**src/rtl/serial_add_arbiter.sv**
```systemverilog
// Two-requester round-robin arbiter in front of a single bit-serial adder.
// One full_adder is reused LSB-first for WIDTH cycles per granted operation.

module full_adder (
    input  logic A,
    input  logic B,
    input  logic Cin,
    output logic Sum,
    output logic Carry
);
    assign Sum   = A ^ B ^ Cin;
    assign Carry = (A & B) | (Cin & (A ^ B));
endmodule

module serial_add_arbiter #(
    parameter int unsigned WIDTH = 8
) (
    input  logic             clock,
    input  logic             reset_n,
    input  logic             req0,
    input  logic             req1,
    input  logic [WIDTH-1:0] a0,
    input  logic [WIDTH-1:0] b0,
    input  logic [WIDTH-1:0] a1,
    input  logic [WIDTH-1:0] b1,
    input  logic             cin0,
    input  logic             cin1,
    output logic             gnt0,
    output logic             gnt1,
    output logic             busy,
    output logic             done,
    output logic             done_id,
    output logic [WIDTH-1:0] sum,
    output logic             cout
);
    localparam int unsigned CW = $clog2(WIDTH + 1);

    typedef enum logic [1:0] {IDLE, RUN, DONE} state_t;

    state_t           state_q, state_d;
    logic [WIDTH-1:0] a_q, a_d, b_q, b_d, res_q, res_d, sum_q, sum_d;
    logic [CW-1:0]    cnt_q, cnt_d;
    logic             carry_q, carry_d;
    logic             last_id_q, last_id_d;
    logic             owner_q, owner_d;
    logic             cout_q, cout_d;
    logic             done_id_q, done_id_d;
    logic             fa_sum, fa_carry;
    logic [WIDTH-1:0] res_shift;

    full_adder u_fa (
        .A    (a_q[0]),
        .B    (b_q[0]),
        .Cin  (carry_q),
        .Sum  (fa_sum),
        .Carry(fa_carry)
    );

    // Shift-based insert at the MSB so the expression stays legal for WIDTH == 1.
    assign res_shift = (res_q >> 1) | (WIDTH'(fa_sum) << (WIDTH - 1));

    always_comb begin
        state_d   = state_q;
        a_d       = a_q;
        b_d       = b_q;
        res_d     = res_q;
        sum_d     = sum_q;
        cnt_d     = cnt_q;
        carry_d   = carry_q;
        last_id_d = last_id_q;
        owner_d   = owner_q;
        cout_d    = cout_q;
        done_id_d = done_id_q;
        gnt0      = 1'b0;
        gnt1      = 1'b0;
        case (state_q)
            IDLE: begin
                if (req0 && (!req1 || last_id_q)) begin
                    gnt0 = 1'b1;
                end else if (req1) begin
                    gnt1 = 1'b1;
                end
                if (gnt0 || gnt1) begin
                    a_d       = gnt1 ? a1 : a0;
                    b_d       = gnt1 ? b1 : b0;
                    carry_d   = gnt1 ? cin1 : cin0;
                    cnt_d     = '0;
                    last_id_d = gnt1;
                    owner_d   = gnt1;
                    state_d   = RUN;
                end
            end
            RUN: begin
                a_d     = a_q >> 1;
                b_d     = b_q >> 1;
                carry_d = fa_carry;
                res_d   = res_shift;
                cnt_d   = cnt_q + CW'(1);
                // Results are captured on the last RUN edge so they are valid while done is high.
                if (cnt_q == CW'(WIDTH - 1)) begin
                    sum_d     = res_shift;
                    cout_d    = fa_carry;
                    done_id_d = owner_q;
                    state_d   = DONE;
                end
            end
            DONE:    state_d = IDLE;
            default: state_d = IDLE;
        endcase
    end

    always_ff @(posedge clock or negedge reset_n) begin
        if (!reset_n) begin
            state_q   <= IDLE;
            a_q       <= '0;
            b_q       <= '0;
            res_q     <= '0;
            sum_q     <= '0;
            cnt_q     <= '0;
            carry_q   <= 1'b0;
            last_id_q <= 1'b1;
            owner_q   <= 1'b0;
            cout_q    <= 1'b0;
            done_id_q <= 1'b0;
        end else begin
            state_q   <= state_d;
            a_q       <= a_d;
            b_q       <= b_d;
            res_q     <= res_d;
            sum_q     <= sum_d;
            cnt_q     <= cnt_d;
            carry_q   <= carry_d;
            last_id_q <= last_id_d;
            owner_q   <= owner_d;
            cout_q    <= cout_d;
            done_id_q <= done_id_d;
        end
    end

    assign busy    = (state_q != IDLE);
    assign done    = (state_q == DONE);
    assign sum     = sum_q;
    assign cout    = cout_q;
    assign done_id = done_id_q;
endmodule
```
**config.mk**
```make
export PLATFORM = sky130hd
export DESIGN_NAME = serial_add_arbiter
export DESIGN_NICKNAME = d
export VERILOG_FILES = /design/src/rtl/serial_add_arbiter.sv
export SDC_FILE = /design/constraint.sdc
export NUM_CORES = 1
export LEC_CHECK = 0
export CAP_MARGIN = 20
export CORE_ASPECT_RATIO = 1.75
export CORE_MARGIN = 3
export CORE_UTILIZATION = 45
export DETAILED_ROUTE_END_ITERATION = 16
export GPL_TIMING_DRIVEN = 1
export PLACE_DENSITY = 0.76
export SYNTH_ARGS = -nofsm -noshare
export SYNTH_HDL_FRONTEND = slang
export SYNTH_SLANG_ARGS = --single-unit
export TNS_END_PERCENT = 1
```
**constraint.sdc**
```tcl
create_clock -name clock -period 1.35 [get_ports clock]
set_input_delay 0.3375 -clock clock [delete_from_list [all_inputs] [get_ports clock]]
set_output_delay 0.3375 -clock clock [all_outputs]
set_load 0.03 [all_outputs]
```
==> impl_metrics.json <==
{
  "cp.required_ns": 1.01,
  "fp.coreArea_um2": 4710,
  "ys_ff_latch": 42,
  "muxShareOfSynthArea_pct": 6.05,
  "p_comb_share_pct": 50.8,
  "setup_viol": 35,
  "ys_types": 36,
  "fillerInstances": 376,
  "wl_per_cell_um": 16.1,
  "io_buffer_count": 51,
  "status": "finished, violations left",
  "grt_pass1_vias": 1895,
  "clkLatencyLatePin_ns": 0.28,
  "synth_compound_area_share_pct": 21.2,
  "avgSynthCellArea_um2": 10.9,
  "core.rowCount": 33,
  "cts_tree": "done",
  "fp.dieW_um": 58.7,
  "max_cap_violations": 0,
  "cts_hold_buf": 0,
  "place.gp.congestion": 0.811,
  "synth_fp_nets": 241,
  "cts_made_buffers": 5,
  "p_clk_share_pct": 12.4,
  "synth_warnings": 0,
  "drc": 0,
  "layout_min_cycle_time_ns": 1.65,
  "violations": "setup timing",
  "ioPinCount": 52,
  "r2r_slack_ns": -0.23,
  "rsz0062_at_grt": "yes",
  "slew_viol_final": 0,
  "min_path_type": "in -> async",
  "antenna_left": 0,
  "cts_num_sinks": 42,
  "worstSetupStartpointType": "flop",
  "dieArea_um2": 5770,
  "fmax_mhz": 607,
  "crit_fanout": 3,
  "fin_hold_ws_ns": 0.0103,
  "clockBufferDepth": 2,
  "antenna_found_initial": 0,
  "area_delta_synth_final_pct": 43.6,
  "grt.total_usage_pct": 19.7,
  "use_met1_pct": 22.1,
  "synth-simple-area-share_pct": 17.1,
  "syn-cell-area_um2": 2190,
  "finClkSkew_ns": 0.00201,
  "power.leakage_nw": 1.38,
  "synthAdderAreaFrac_pct": 1.48,
  "wl_mm": 5.33,
  "synthFlopType": "dfrtp_1",
  "nets": 318,
  "cp.arrival_ns": 1.31,
  "ys_seq_area_share_pct": 48.0,
  "vias_per_cell": 5.57,
  "hold_viol": 0,
  "ys_top_cells_by_area": "dfrtp_1 (47%), o31ai_1 (5.5%), nor2b_1 (5.1%), a221oi_2 (4.8%), o21ai_0 (4.3%)",
  "overflow": 0,
  "dr.first_iter.drc_count": 58,
  "vdd_drop_max_mv": 1.56,
  "top_usage_layer": "met2",
  "grt_use_met3_pct": 3.57,
  "vias": 1839,
  "async_reset_ff_share_pct": 100,
  "p_sw_w": 0.00227,
  "hpwl_mm": 3.97,
  "yosysTopAreaCellShare_pct": 46.8,
  "ff2ff_path_depth": 5,
  "grt_use_met2_pct": 36.2,
  "fin_cells": 330,
  "endpoint_kind": "output port",
  "placedCellCount": 320,
  "n_antenna_cell": 0,
  "setup_ws_ns": -0.297,
  "min_period_over_period_pct": 122,
  "grt_max_degree": 43,
  "synth-edff-count": 0,
  "yosysTopAreaCell": "dfrtp_1",
  "start_util_pct": 46.5,
  "synth_cells": 201,
  "drive_above_1_share_pct": 35.3,
  "timing.rr.end": "cout",
  "worst_pin_slew_ns": 0.277,
  "p_per_area_nw_per_um2": 1910,
  "max_slew_margin_pct": 81.6,
  "synth_xor_area_share_pct": 0,
  "drt-pass1-iter-count": 4,
  "synth_top_family_by_area": "compound AO/OA/AOI/OAI gates",
  "critPathKind": "reg -> out",
  "die_h_um": 98.3,
  "timing.rr.start": "state_q[1]",
  "seqPwrFrac_pct": 36.8,
  "preCtsSetupSlack_ns": -0.490,
  "cts_htree_levels": 2,
  "grt_first_pass_wirelength_mm": 8.80,
  "swShare_pct": 37.7,
  "finalPower_w": 0.00601,
  "cts-root-buf": "clkbuf_8",
  "clk_pin_slew_ns": 0.07,
  "internal-power_w": 0.00375
}
==> synthesized netlist by cell type, types with 2 or more instances <==
| master | number |
|---|---|
| mux2i_1 | 2 |
| and2_1 | 8 |
| nor3_2 | 2 |
| nand2_1 | 25 |
| o31ai_1 | 16 |
| a22o_1 | 2 |
| dfrtp_1 | 41 |
| buf_4 | 3 |
| nor2b_1 | 18 |
| buf_2 | 3 |
| a221oi_1 | 8 |
| nor2_1 | 3 |
| mux2_1 | 2 |
| a221oi_2 | 7 |
| buf_6 | 4 |
| o21ai_0 | 19 |
| mux2_2 | 8 |
| o2bb2ai_1 | 2 |
| and2_2 | 7 |
| clkbuf_1 | 5 |
==> worst max-delay path by stage <==
stage          endpoint        from  slack [ns]  depth (start not counted)
2_1_floorplan      cout  state_q[1]       -0.10                          5
3_5_place_dp     a_q[2]        req1       -0.49                          5
6_report           gnt1  state_q[1]       -0.30                          5
3_3_place_gp       gnt1        req1       -0.47                          5
5_1_grt            gnt1  state_q[1]       -0.35                          5
4_1_cts            gnt1  state_q[1]       -0.34                          5
==> critical path, stage by stage, from the launching register on <==
cell and delay, ns:
dfrtp_2 0.44, buf_12 0.14, nor2_4 0.11, inv_2 0.08
nor2_4 0.11, buf_6 0.14
==> sequential cells by signal, summed over array words and instances, names as in the netlist <==
signal     flops
last_id_q      1
cnt_q          4
res_q          7
done_id        1
state_q        2
carry_q        1
cout           1
a_q            8
sum            8
owner_q        1
b_q            8
==> metrics by stage <==
stage	util (%)	setup TNS [ns]	instance area (um2)
floorplan	-	-1.04	2210
global placement	62.4	-11.14	2940
detailed placement	62.4	-12.02	2940
CTS	66.0	-6.95	3110
global route	66.8	-8.68	3150
finish	66.8	-5.74	3150
==> power groups by stage <==
stage          combinational, W  sequential (W)  clock (W)
3_3_place_gp            0.00280         0.00220          0
4_1_cts                 0.00303         0.00221   0.000774
2_1_floorplan           0.00156         0.00238          0
6_report                0.00306         0.00221   0.000746
3_5_place_dp            0.00290         0.00223          0
5_1_grt                 0.00334         0.00229   0.000813
==> cells by family (layout without fill, tap and decap cells) <==
kind of cell    after synthesis  in the layout
compound gates               59             59
fa+ha+maj                     2              2
buf+inv                      18             95
flops                        42             42
mux                          12             12
simple gates                 68             68
==> placed cells by master (no fill, tap or decap), types with 2 or more instances in the layout <==
| cell type | count |
|---|---|
| a221oi_1 | 7 |
| a221oi_2 | 8 |
| a22o_1 | 2 |
| and2_1 | 8 |
| and2_2 | 7 |
| buf_12 | 6 |
| buf_4 | 31 |
| buf_6 | 10 |
| clkbuf_8 | 5 |
| clkdlybuf4s15_2 | 3 |
| clkdlybuf4s50_1 | 34 |
| clkinv_2 | 2 |
| dfrtp_1 | 39 |
| dfrtp_2 | 2 |
| mux2_2 | 7 |
| mux2_4 | 2 |
| mux2i_1 | 2 |
| nand2_1 | 24 |
| nor2_4 | 3 |
| nor2b_1 | 15 |
| nor2b_2 | 2 |
| o21ai_0 | 18 |
| o2bb2ai_1 | 2 |
| o31ai_1 | 15 |
==> metal layers <==
metal / vias up / wire length (um) / part of all wire (%)
met3: 4 / 201 / 3.8
met2: 49 / 3060 / 57
li1: 876 / - / -
met4: 0 / 42 / 0.79
met5: - / 0 / 0
met1: 910 / 2020 / 38
==> area by class of cell <==
| cell class | instances | area, um2 | share of cell area, % |
|---|---|---|---|
| timing repair buffer | 87 | 866 | 27.5 |
| clock buffer | 5 | 68.8 | 2.19 |
| sequential | 42 | 1050 | 33.5 |
| tap | 52 | 65.1 | 2.07 |
| clock inverter | 2 | 10.0 | 0.318 |
| multi-input combinational | 141 | 1080 | 34.2 |
| inverter | 1 | 3.75 | 0.119 |
==> what timing repair did <==
item | in CTS | in global routing
buffers inserted | 3 | 0
gates cloned | 0 | 0
pin swaps | 15 | 5
endpoints found under the setup margin | 41 | 44
resized for setup | 30 | 9
Note: power is estimated with default switching activity, not from simulation.
